===== config.mk =====
export PLATFORM = sky130hd
export DESIGN_NAME = clint
export DESIGN_NICKNAME = d
export VERILOG_FILES = /design/src/rtl/clint.sv
export SDC_FILE = /design/constraint.sdc
export NUM_CORES = 1
export LEC_CHECK = 0
export BUFFER_PORTS_ARGS = -buffer_cell sky130_fd_sc_hd__clkbuf_2
export CORE_ASPECT_RATIO = 0.75
export CORE_UTILIZATION = 55
export DETAILED_ROUTE_END_ITERATION = 7
export PLACE_DENSITY = 0.79
export SYNTH_ARGS = -nofsm -noshare
export SYNTH_HDL_FRONTEND = slang
export SYNTH_SLANG_ARGS = --single-unit

===== constraint.sdc =====
create_clock -name clk -period 5.6 [get_ports clk]
set_input_delay 0.28 -clock clk [delete_from_list [all_inputs] [get_ports clk]]
set_output_delay 0.28 -clock clk [all_outputs]
set_load 0.005 [all_outputs]

===== src/rtl/clint.sv =====
// clint: machine timer (mtime/mtimecmp) and software interrupt (msip) behind a one-outstanding request port.
// Define CLINT_PRESCALE_EN to advance mtime once every TICK_DIV clocks instead of every clock.
module clint #(
  parameter logic [63:0] ADDR_BASE = 64'h0000_0000_0200_0000,
  parameter int          TICK_DIV  = 1
) (
  input  logic        clk,
  input  logic        rst,
  input  logic        req_valid,
  output logic        req_ready,
  input  logic        req_wen,
  input  logic [63:0] req_addr,
  input  logic [63:0] req_wdata,
  input  logic [7:0]  req_wmask,
  output logic        resp_valid,
  input  logic        resp_ready,
  output logic [63:0] resp_rdata,
  output logic        resp_err,
  output logic        msip,
  output logic        mtip
);
  // state   | meaning
  // ST_IDLE | waiting for a request (req_ready once out of reset)
  // ST_RESP | response held until resp_ready
  typedef enum logic {ST_IDLE, ST_RESP} state_t;

  state_t      r_state;
  logic        r_req_ready;
  logic [63:0] r_rdata;
  logic        r_err;
  logic [63:0] r_mtime;
  logic [63:0] r_mtimecmp;
  logic        r_msip;

  logic        w_accept;
  logic        w_wr;
  logic        w_sel_msip;
  logic        w_sel_cmp;
  logic        w_sel_time;
  logic        w_hit;
  logic        w_tick;
  logic [63:0] w_bmask;
  logic [63:0] w_rd_mux;
  logic [63:0] w_time_inc;

  assign w_accept   = req_valid && r_req_ready;
  assign w_wr       = w_accept && req_wen;
  assign w_sel_msip = (req_addr == ADDR_BASE);
  assign w_sel_cmp  = (req_addr == ADDR_BASE + 64'h4000);
  assign w_sel_time = (req_addr == ADDR_BASE + 64'hBFF8);
  assign w_hit      = w_sel_msip || w_sel_cmp || w_sel_time;

  always_comb begin
    w_bmask = '0;
    for (int i = 0; i < 8; i++) begin
      w_bmask[i*8 +: 8] = {8{req_wmask[i]}};
    end
  end

  always_comb begin
    w_rd_mux = '0;
    if (w_sel_msip)      w_rd_mux = {63'b0, r_msip};
    else if (w_sel_cmp)  w_rd_mux = r_mtimecmp;
    else if (w_sel_time) w_rd_mux = r_mtime;
  end

`ifdef CLINT_PRESCALE_EN
  localparam int PW = (TICK_DIV > 1) ? $clog2(TICK_DIV) : 1;
  logic [PW-1:0] r_presc;

  assign w_tick = (r_presc == PW'(TICK_DIV - 1));

  // Free-running divider; mtime writes never disturb its phase.
  always_ff @(posedge clk or negedge rst) begin
    if (!rst)        r_presc <= '0;
    else if (w_tick) r_presc <= '0;
    else             r_presc <= r_presc + PW'(1);
  end
`else
  assign w_tick = 1'b1;
`endif

  assign w_time_inc = r_mtime + {63'b0, w_tick};

  // Written lanes take the new data; the rest keep counting so a coincident tick is not lost.
  always_ff @(posedge clk or negedge rst) begin
    if (!rst) begin
      r_mtime    <= '0;
      r_mtimecmp <= '1;
      r_msip     <= 1'b0;
    end else begin
      if (w_wr && w_sel_time) r_mtime <= (req_wdata & w_bmask) | (w_time_inc & ~w_bmask);
      else                    r_mtime <= w_time_inc;
      if (w_wr && w_sel_cmp)  r_mtimecmp <= (req_wdata & w_bmask) | (r_mtimecmp & ~w_bmask);
      if (w_wr && w_sel_msip && req_wmask[0]) r_msip <= req_wdata[0];
    end
  end

  always_ff @(posedge clk or negedge rst) begin
    if (!rst) begin
      r_state     <= ST_IDLE;
      r_req_ready <= 1'b0;
      r_rdata     <= '0;
      r_err       <= 1'b0;
    end else begin
      case (r_state)
        ST_IDLE: begin
          r_req_ready <= 1'b1;
          if (w_accept) begin
            r_state     <= ST_RESP;
            r_req_ready <= 1'b0;
            r_err       <= !w_hit;
            r_rdata     <= (req_wen || !w_hit) ? 64'b0 : w_rd_mux;
          end
        end
        ST_RESP: begin
          if (resp_ready) begin
            r_state     <= ST_IDLE;
            r_req_ready <= 1'b1;
            r_rdata     <= '0;
            r_err       <= 1'b0;
          end
        end
        default: begin
          r_state     <= ST_IDLE;
          r_req_ready <= 1'b0;
        end
      endcase
    end
  end

  assign req_ready  = r_req_ready;
  assign resp_valid = (r_state == ST_RESP);
  assign resp_rdata = r_rdata;
  assign resp_err   = r_err;
  assign msip       = r_msip;
  assign mtip       = (r_mtime >= r_mtimecmp);
endmodule


---- Word level (Yosys, flattened, before mapping) ----
Cells that the tools add are included.
cells by class
  bitwise operators ....................... 7
  reductions and logical operators ........ 11
  eq/ne operators ......................... 5
  magnitude comparators ................... 1
  $add $sub $neg .......................... 1
  muxes and demuxes ....................... 17
operators by type and width
  operator                                                           number
  64-bit two-way mux                                                 7
  64-bit bitwise AND                                                 3
  64-bit by 26-bit == test with 1-bit output, second input constant  3
  64-bit bitwise OR                                                  2
  64-bit case mux with 2 select lines                                1
  64-bit by 1-bit adder with 64-bit output, second input constant    1
  64-bit >= comparator                                               1
  64-bit NOT                                                         1
  1-bit logical AND                                                  6
  1-bit two-way mux                                                  6
  1-bit case mux with 2 select lines                                 3
  2-bit != test, second input constant                               2
  1-bit logical OR                                                   3
  2-bit AND reduction                                                1
  1-bit logical NOT                                                  1
  1-bit NOT                                                          1
storage, ports and cells
  word-level logic and storage cells ...... 49
  register bits ........................... 196

---- Logic depth before layout (Yosys ltp) ----
Gate-level depths: netlist (run 1).
  depth in word-level cells ............... 8
  depth in mapped cells ................... 8
  gate-level depth less buffers ........... 8

---- Least setup slack after synthesis (run 1) ----
Ideal clock, no wire load.
  kind .................................... input to register
  start point ............................. in req_addr[14]
  end point ............................... reg r_mtime[32]
  data arrival time ....................... 2.373 ns
  stages on the path ...................... 6
  data required time ...................... 5.481 ns
  slack ................................... 3.108 ns
  setup time .............................. 0.119 ns
  buffers on the path ..................... 1
  path through ............................ or4_1 > or4_4 > nor4_4 > nand3_1 > buf_2 > o21a_1
between the ends
  cells in the longest elaborated chain, start to end .. 3
RTL lines
  element                                     line  RTL
  start: declaration                          12    input logic [63:0] req_addr,
  64-bit by 26-bit == test with 1-bit output  50    assign w_sel_time = (req_addr == ADDR_BASE + 64'hBFF8);
  1-bit logical AND                           92    if (w_wr && w_sel_time) r_mtime <= (req_wdata & w_bmask) | (w_time_inc & ~w_bmask);
  64-bit two-way mux                          92
  end signal: assignment                      92
  end signal: assignment                      93    else r_mtime <= w_time_inc;
  end: declaration                            31    logic [63:0] r_mtime;
Every way passes these cells.
A chain may end at the register's enable or synchronous reset.

==> results of run 1 <==
==> power by group <==
group	total [mW]	internal [mW]	switching, mW	leakage (nW)
clock network	1.24	0.708	0.533	0.288
logic	0.208	0.0592	0.149	3.48
registers	1.44	1.43	0.00951	2.31
==> timing repair <==
action,CTS,global route
hold buffers,1,0
gates resized for setup,0,0
setup endpoints to repair,0,0
hold endpoints to repair,40,0
==> layout by cell type, fill, tap and decap left out, types with 14 or more instances in the layout <==
cell       count
a21o_1        14
clkbuf_2     208
xnor2_1       37
o21ai_0      101
nor3_1        15
nand2_1      134
mux2_2        51
inv_1         76
a21oi_1       79
mux2i_1       55
nor4_1        41
ha_1          65
and3_1        16
xor2_1        24
nor2_1        84
dfrtp_1      132
clkbuf_16     17
nand3_1       24
dfstp_2       64
nand4_1       33
==> logic make-up (layout without fill, tap and decap cells) <==
| kind of cell | count (synthesis) | count (layout) | share of synthesized area |
|---|---|---|---|
| AND/OR/NAND/NOR | 378 | 378 | 0.168 |
| AO/OA/AOI/OAI | 208 | 208 | 0.103 |
| flip-flops | 196 | 196 | 0.458 |
| buffers and inverters | 126 | 325 | 0.0449 |
| multiplexers | 106 | 106 | 0.103 |
| adder cells (fa/ha/maj) | 65 | 65 | 0.0746 |
| XOR/XNOR | 61 | 61 | 0.0490 |
| other | 0 | 1 | 0 |
==> area by class of cell <==
type / count / area (um^2)
diodes: 1 / 2.50
clock buffers: 25 / 495
clock inverters: 7 / 98.8
fillers: 1620 / 6640
inverters: 76 / 285
multi-input cells: 818 / 5440
flip-flops and latches: 196 / 4980
well taps: 253 / 317
repair buffers: 217 / 1120
==> through the flow <==
stage          hold slack, ns  setup slack, ns
2_1_floorplan         -0.0156             3.11
3_3_place_gp            0.292             2.33
3_5_place_dp            0.286             2.30
4_1_cts                0.0427             2.41
5_1_grt                0.0646             2.09
6_report               0.0514             2.37
==> critical path: cells and delay by family, from the launching register on <==
family | cells | cell delay [ns]
AO/OA/AOI/OAI | 3 | 0.68
adder cells (fa/ha/maj) | 1 | 0.31
buffers and inverters | 2 | 0.15
flip-flops | 1 | 0.54
AND/OR/NAND/NOR | 3 | 0.84
==> metal layers <==
| layer | vias up | wire length [um] | global-route usage |
|---|---|---|---|
| met1 | 4400 | 13100 | 0.394 |
| met2 | 297 | 12700 | 0.450 |
| li1 | 4367 | - | - |
| met3 | 37 | 1570 | 0.0373 |
| met5 | - | 0 | 0 |
| met4 | 0 | 516 | 0.105 |
==> how the worst max path moves through the flow <==
stage                     slack, ns          end  cells after the start
after floorplan                3.11  r_mtime[32]                      6
after global placement         2.33    flip-flop                      7
after detailed placement       2.30   r_mtime[1]                      6
after CTS                      2.41         mtip                      9
after global routing           2.09         mtip                      9
final                          2.37         mtip                      9
==> results.md, run 1 <==
* Hold Path Class: in -> reg
* DP Area at 0.0121 mm^2
* Post-Syn Area at 0.0109 mm^2
* Wire per inst at 17.5 um
* DRT iter0 DRCs at 624
* Max-cap violations at 0
* Layout cells sized above 1 at 0.275
* Crit end category: output pin
* Finished Layout Cells at 1593
* CTS Buf Count at 17
* Clock Skew at 0.0122 ns
* Total vias in the final route at 9101
* RSZ-0062 raised after global routing: no
* Seq cells post-synth at 196
* Distinct cells, synth at 45
* CTS Root Cell: clkbuf_16
* Yosys warnings at 0
* Area leader, netlist: dfrtp_1
* Area of the core at 0.0194 mm^2
* Reg2Reg Depth at 7
* TritonCTS clock tree: yes
* Clk_lat worst skew at 0.44 ns
* Area contributors post-synth: dfrtp_1, dfstp_2, ha_1
* Port Buffers at 209
* Total power at 2.89 mW
* Layout area overhead at 16.9%
* Clock buffer depth at 2
* Slowest cell on crit path: dfstp_2
* Final instance area at 0.0127 mm^2
* Cell row count at 44
* Initial antenna violation count at 2
* Final period util at 0.577
* Hold Path Origin: req_wdata[50]
* GPL Wtd Cong at 0.856
* Die H at 124 um
* Initial Utilization at 0.562
* I/O pins at 210
* Max FO, Critical Path at 4
* Drt via density at 5.71
* Die ar. at 0.0204 mm^2
* Crit path kind: reg -> out
* Setup_tns at 0 ns
* H-Tree Depth at 4
* Final ANT Viol Nets at 0
* Number of flops mapped to enable cells by yosys at 0
* Via count of the first global-routing pass at 8717
* Reg2reg start: r_mtime[0]
* CP Cell Sequence: inv_1 > ha_1 > nand4_1 > nor4_1 > o311ai_0 > a311oi_1 > a211oi_1 > nand2_1 > clkbuf_2
* Mapped Cells at 1140
* Mean area per synthesized cell at 9.56 um^2
* GRT Total Usage at 0.282
* Util after Layout at 0.658
* Post-synthesis sequential area ratio at 0.458
* Worst EP arrival at 2.95 ns
* Die width at 165 um
* Top cells by count, synth: nand2_1, dfrtp_1, o21ai_0, nor2_1, a21oi_1
* CTS clk-pin slew, worst paths at 0.07 ns
* Sink Count at 196
* Asr flop ratio synth at 1.00
* Worst vdd ir at 207 uV
* Prevailing post-synth register cell: dfrtp_1
* Power Dens Cells at 226 mW/mm^2
* Final Max Tran Viols at 0
* RR Endpoint: r_mtime[46]
* Post-DP HPWL at 20200 um
* Largest stage delay, worst path at 0.54 ns
* Net count, final at 1532
* CP startpoint kind: flip-flop
* Endpoints failing hold at 0
* First-pass GRT wire length at 43800 um
* Tmin final at 3.23 ns
* WHS Path Cells at 3
* R2R setup slack at 2.39 ns
* Status: finished clean
* Worst EP required at 5.32 ns
* Static Leak at 6.07 nW
* # setup viols final at 0
* Top-count cell post-synth: nand2_1
* Worst Tran Pin Value at 1.23 ns
* Synth top area share at 0.303
* Placed insts at 1559
* Slew HR at 0.183
* Post-CTS setup repair buffer count at 0
* Grt total ovfl at 0
* Largest net degree at the start of global routing at 71
* Initial DRT Pass Iterations at 5
* Fmax at 309 MHz
* Post-Synthesis Net Count at 1346
* Wirelength, routed at 27900 um
* Number of remaining DRC errors at 0
(Power assumes the default switching activity.)
==> run 2: changes to the inputs <==
- clock period: 5.6 -> 3.22 ns (I/O delays scaled with it)
==> run 2 against run 1 <==
Against the previous run:
- sequential share of layout area fell by 2.3 points
- sequential power rose by 74%
- total power rose by 79%
- flip-flop and latch count did not move
- core utilization rose by 4.1 points
- cell count rose by 4.8%
- clock-buffer cell count fell by 4
- via count rose by 4.4%
- highest routed layer unchanged
==> results.md, run 2 (synthesis results as in run 1) <==
* Sink Count at 196 (unchanged)
* I/O pins at 210 (unchanged)
* RSZ-0062 raised after global routing: no
* TritonCTS clock tree: yes
* Static Leak at 6.43 nW (+5.8%)
* Crit end category: output pin
* GRT Total Usage at 0.299 (+0.0171)
* Die H at 124 um (unchanged)
* DP Worst Slack at 0.392 ns (-1.90 ns)
* Post-DP HPWL at 21100 um (+4.3%)
* R2R setup slack at 0.33 ns (-2.06 ns)
* Layout area overhead at 24.2%
* Clock Skew at 0.0110 ns (-0.00120 ns)
* Setup ws final at 0.113 ns (-2.25 ns)
* CTS Root Cell: clkbuf_16
* H-Tree Depth at 4 (unchanged)
* Wirelength, routed at 29500 um (+5.5%)
* Most frequent cells in the layout: clkbuf_2, nand2_1, dfrtp_1
* Largest net degree at the start of global routing at 103 (+45%)
* Slew HR at 0.450 (+0.266)
* Antenna diodes at 0 (-1)
* Area of the core at 0.0194 mm^2 (unchanged)
* First-pass GRT wire length at 46400 um (+6.1%)
* Net count, final at 1610 (+5.1%)
* CTS Buf Count at 17 (unchanged)
* Max-cap violations at 0 (unchanged)
* Initial Utilization at 0.562 (unchanged)
* Worst Tran Pin Value at 0.826 ns (-0.400 ns)
* Status: finished clean
* Setup_tns at 0 ns (unchanged)
* Worst vdd ir at 432 uV (+110%)
* Worst EP required at 3.06 ns (-2.26 ns)
* Total vias in the final route at 9505 (+4.4%)
* Finished Layout Cells at 1670 (+4.8%)
* Clock buffer depth at 2 (unchanged)
* Power Dens Cells at 382 mW/mm^2 (+69%)
* # fillers at 1520 (-6.2%)
* Placed insts at 1574 (+0.96%)
* Util after Layout at 0.698 (+0.0409)
* Worst EP arrival at 2.95 ns (about the same)
* # setup viols final at 0 (unchanged)
* Wire per inst at 17.7 um (+0.63%)
* Die width at 165 um (unchanged)
* GPL Wtd Cong at 0.888 (+3.8%)
* Commonest non-fill, non-tap cell in the layout: clkbuf_2
* Post-CTS setup repair buffer count at 0 (unchanged)
* DRT iter0 DRCs at 790 (+27%)
* Initial antenna violation count at 0 (-2)
* Endpoints failing hold at 0 (unchanged)
* Layout cells sized above 1 at 0.273 (-0.00172)
* Crit path kind: reg -> out
* Port Buffers at 209 (unchanged)
* Initial DRT Pass Iterations at 5 (unchanged)
* Tmin final at 3.11 ns
* Clk_lat worst skew at 0.44 ns (about the same)
* Final ANT Viol Nets at 0 (unchanged)
* Max FO, Critical Path at 3 (-1)
* Final period util at 0.965
* Number of remaining DRC errors at 0 (unchanged)
* Drt via density at 5.69 (-0.38%)
* CTS clk-pin slew, worst paths at 0.07 ns (about the same)
* Via count of the first global-routing pass at 9249 (+6.1%)
* Cell row count at 44 (unchanged)
* Hold Path Class: in -> reg
* Total power at 5.17 mW (+79%)
* Grt total ovfl at 0 (unchanged)
* Die ar. at 0.0204 mm^2 (unchanged)
* CP startpoint kind: flip-flop
* Final Max Tran Viols at 0 (unchanged)
* Fmax at 322 MHz
-- run 2: cell types whose count changed in the layout (fill, tap and decap cells not counted), sizes merged --
cell / change
dlygate4sd3: +63
buf: +15
clkbuf: -4
inv: +4
bufinv: +1
clkinv: -1
diode: -1
-- run 2: area by class of cell --
type	count	area, um^2	share of cell area
sequential	196	4980	0.368
timing repair buffer	295	1890	0.139
multi-input combinational	818	5450	0.403
clock buffer	21	460	0.0340
inverter	76	285	0.0211
clock inverter	11	148	0.0109
tap	253	317	0.0234
-- run 2: power by group --
group / leakage, nW / internal (mW) / switching [mW]
clock: 0.299 / 1.27 / 0.963
combinational: 3.82 / 0.161 / 0.274
sequential: 2.31 / 2.48 / 0.0162
-- run 2: timing repair --
item | 4_1_cts | 5_1_grt
endpoints found under the hold margin | 175 | 1
hold buffers | 63 | 1
setup endpoints to repair | 0 | 1
resized for setup | 0 | 2
-- run 2: metrics by stage --
step	hold WS [ns]	instance area (um^2)
global placement	0.317	12300
global route	0.0143	13500
CTS	0.00131	13500
finish	0.0177	13500
floorplan	-0.135	10900
detailed placement	0.314	12300
-- run 2: final timing paths --
kind / startpoint / end / cells after the start
min reg2reg: resp_rdata[44] / resp_rdata[44] / 2
max reg2reg: r_mtime[5] / r_mtime[53] / 6
max: flip-flop / mtip / 9
min in group asynchronous: rst / resp_rdata[61] / 2
min: req_wdata[42] / flip-flop / 2
max in group asynchronous: rst / asynchronous set/reset pin / 3
-- run 2: per-layer routing --
| layer | track usage | part of all wire | up-vias |
|---|---|---|---|
| met2 | 0.494 | 0.47 | 329 |
| met4 | 0.113 | 0.024 | 0 |
| met1 | 0.405 | 0.45 | 4606 |
| met3 | 0.0366 | 0.053 | 50 |
| met5 | 0 | 0 | - |
| li1 | - | - | 4520 |
-- run 2: worst max-delay path, stage by stage (launching register included) --
cell      delay, ns
dfstp_2        0.55
inv_1          0.05
ha_1           0.31
and4_1         0.24
nand2_1        0.07
or4_1          0.57
a311oi_1       0.37
a211oi_1       0.13
nand2_1        0.11
clkbuf_2       0.11
==> run 3: changes to the inputs <==
- ABC_CLOCK_PERIOD_IN_PS: default -> 3220
- CTS_BUF_LIST: default -> sky130_fd_sc_hd__clkbuf_16
- HOLD_SLACK_MARGIN: default -> 0.02
==> run 3 against run 2 <==
Against the previous run:
- maximum frequency down 0.32%
- critical path type unchanged
- routed wire length up 1.2%
- worst hold slack better by 0.027 ns
- largest cell class unchanged
- critical path depth unchanged
- register-to-register slack about the same
- largest power group unchanged
- non-clock buffer count up 1
- via count up 0.49%
==> results.md, run 3 (synthesis results as in run 1) <==
* Final instance area at 0.0135 mm^2 (about the same)
* Endpoints failing hold at 0 (unchanged)
* Die width at 165 um (unchanged)
* Wirelength, routed at 29800 um (+1.2%)
* Final period util at 0.968 (+0.00306)
* Crit path kind: reg -> out
* Port Buffers at 209 (unchanged)
* Finished Layout Cells at 1671 (+0.060%)
* Area of the core at 0.0194 mm^2 (unchanged)
* CTS Buf Count at 17 (unchanged)
* Power Dens Cells at 378 mW/mm^2 (-0.89%)
* Total vias in the final route at 9552 (+0.49%)
* Commonest non-fill, non-tap cell in the layout: clkbuf_2
* CP Cell Sequence: inv_1 > ha_1 > and4_1 > nand2_1 > or4_1 > a311oi_1 > a211oi_1 > nand2_1 > clkbuf_2
* Largest stage delay, worst path at 0.57 ns (about the same)
* Initial Utilization at 0.562 (unchanged)
* H-Tree Depth at 4 (unchanged)
* Max-cap violations at 0 (unchanged)
* Wire per inst at 17.9 um (+1.1%)
* Layout cells sized above 1 at 0.272 (-0.00160)
* Final ANT Viol Nets at 0 (unchanged)
* Grt total ovfl at 0 (unchanged)
* Worst EP required at 3.06 ns (about the same)
* Drt via density at 5.72 (+0.43%)
* Largest net degree at the start of global routing at 103 (unchanged)
* CP startpoint kind: flip-flop
* DP Area at 0.0123 mm^2 (unchanged)
* I/O pins at 210 (unchanged)
* Post-CTS setup repair buffer count at 0 (unchanged)
* GRT Total Usage at 0.300 (+0.00168)
* Most frequent cells in the layout: clkbuf_2, nand2_1, dfrtp_1
* Setup_tns at 0 ns (unchanged)
* Final Max Tran Viols at 0 (unchanged)
* # fillers at 1527 (+0.46%)
* Via count of the first global-routing pass at 9324 (+0.81%)
* Antenna diodes at 0 (unchanged)
* Worst vdd ir at 418 uV (-3.2%)
* Die H at 124 um (unchanged)
* Status: finished clean
* Sink Count at 196 (unchanged)
* Number of remaining DRC errors at 0 (unchanged)
* Clk_lat worst skew at 0.44 ns (about the same)
* CTS clk-pin slew, worst paths at 0.07 ns (about the same)
* Total power at 5.12 mW (-0.96%)
* Initial DRT Pass Iterations at 5 (unchanged)
* DRT iter0 DRCs at 745 (-5.7%)
* Tmin final at 3.12 ns (+0.00986 ns)
* Clock buffer depth at 2 (unchanged)
* First-pass GRT wire length at 46700 um (+0.68%)
* Worst Tran Pin Value at 0.852 ns (+0.0267 ns)
* RSZ-0062 raised after global routing: no
* CTS Root Cell: clkbuf_16
* Slowest cell on crit path: or4_1
* Clock Skew at 0.0117 ns (+0.000680 ns)
* Most used cell along the critical path: nand2_1
* Fmax at 321 MHz (-0.32%)
* Max FO, Critical Path at 3 (unchanged)
* Static Leak at 6.43 nW (about the same)
* Net count, final at 1611 (+0.062%)
* Cell row count at 44 (unchanged)
* Die ar. at 0.0204 mm^2 (unchanged)
* Layout area overhead at 24.1% (about the same)
* Placed insts at 1574 (unchanged)
* Post-DP HPWL at 21100 um (unchanged)
* # setup viols final at 0 (unchanged)
* Crit end category: output pin
* GPL Wtd Cong at 0.888 (unchanged)
* Slew HR at 0.432 (-0.0178)
* Hold Path Class: in -> reg
* TritonCTS clock tree: yes
* Initial antenna violation count at 0 (unchanged)
* Worst EP arrival at 2.96 ns (about the same)
## run 3: cell types whose count changed in the layout (fill, tap and decap cells not counted)
cell,delta
dlygate4sd3_1,+1
inv_1,+2
clkinv_1,+2
clkbuf_1,-2
clkbuf_8,-2
## run 3: final cells by class
| type | count | area (um^2) | area share |
|---|---|---|---|
| Inverter | 76 | 285 | 0.0211 |
| Clock buffer | 17 | 425 | 0.0315 |
| Timing Repair Buffer | 296 | 1900 | 0.140 |
| Clock inverter | 15 | 163 | 0.0120 |
| Tap cell | 253 | 317 | 0.0234 |
| Multi-Input combinational cell | 818 | 5450 | 0.403 |
| Sequential cell | 196 | 4980 | 0.369 |
## run 3: power by group
group | switching, mW | internal (mW) | total, mW | leakage, nW
clock | 0.963 | 1.22 | 2.18 | 0.296
sequential | 0.0164 | 2.48 | 2.50 | 2.31
combinational | 0.277 | 0.162 | 0.439 | 3.82
## run 3: worst paths after layout
kind,from,to,slack [ns],cells past startpoint
max reg2reg,r_mtime[5],r_mtime[53],0.32,6
max,flip-flop,mtip,0.10,9
min in group asynchronous,rst,resp_rdata[61],0.38,2
max in group asynchronous,rst,asynchronous set/reset pin,1.92,3
min,resp_ready,resp_valid,0.05,2
min reg2reg,resp_rdata[44],resp_rdata[44],0.48,2
## run 3: per-layer routing
layer	vias to the layer above	track usage	share of wire
met5	-	0	0
met4	0	0.121	0.027
met3	59	0.0370	0.055
met2	357	0.494	0.47
met1	4620	0.407	0.45
li1	4516	-	-
## run 3: what timing repair did
action                                 CTS  global route
setup endpoints to repair                0             1
gates resized for setup                  0             2
endpoints found under the hold margin  196             0
hold buffers                            65             0
## run 3: stage by stage
step | util | setup WS [ns] | hold WS, ns
2_1_floorplan | - | 0.788 | -0.135
3_3_place_gp | 0.633 | 0.465 | 0.317
3_5_place_dp | 0.633 | 0.392 | 0.314
4_1_cts | 0.697 | 0.112 | 0.0318
5_1_grt | 0.698 | 0.0269 | 0.0343
6_report | 0.698 | 0.103 | 0.0450
## run 3: worst max-delay path: cells and delay by family, from the launching register on
kind | cells | cell delay, ns
AOI/OAI and AO/OA | 2 | 0.51
buffers and inverters | 2 | 0.16
DFF | 1 | 0.55
adders and majority gates | 1 | 0.31
and+or+nand+nor | 4 | 0.99
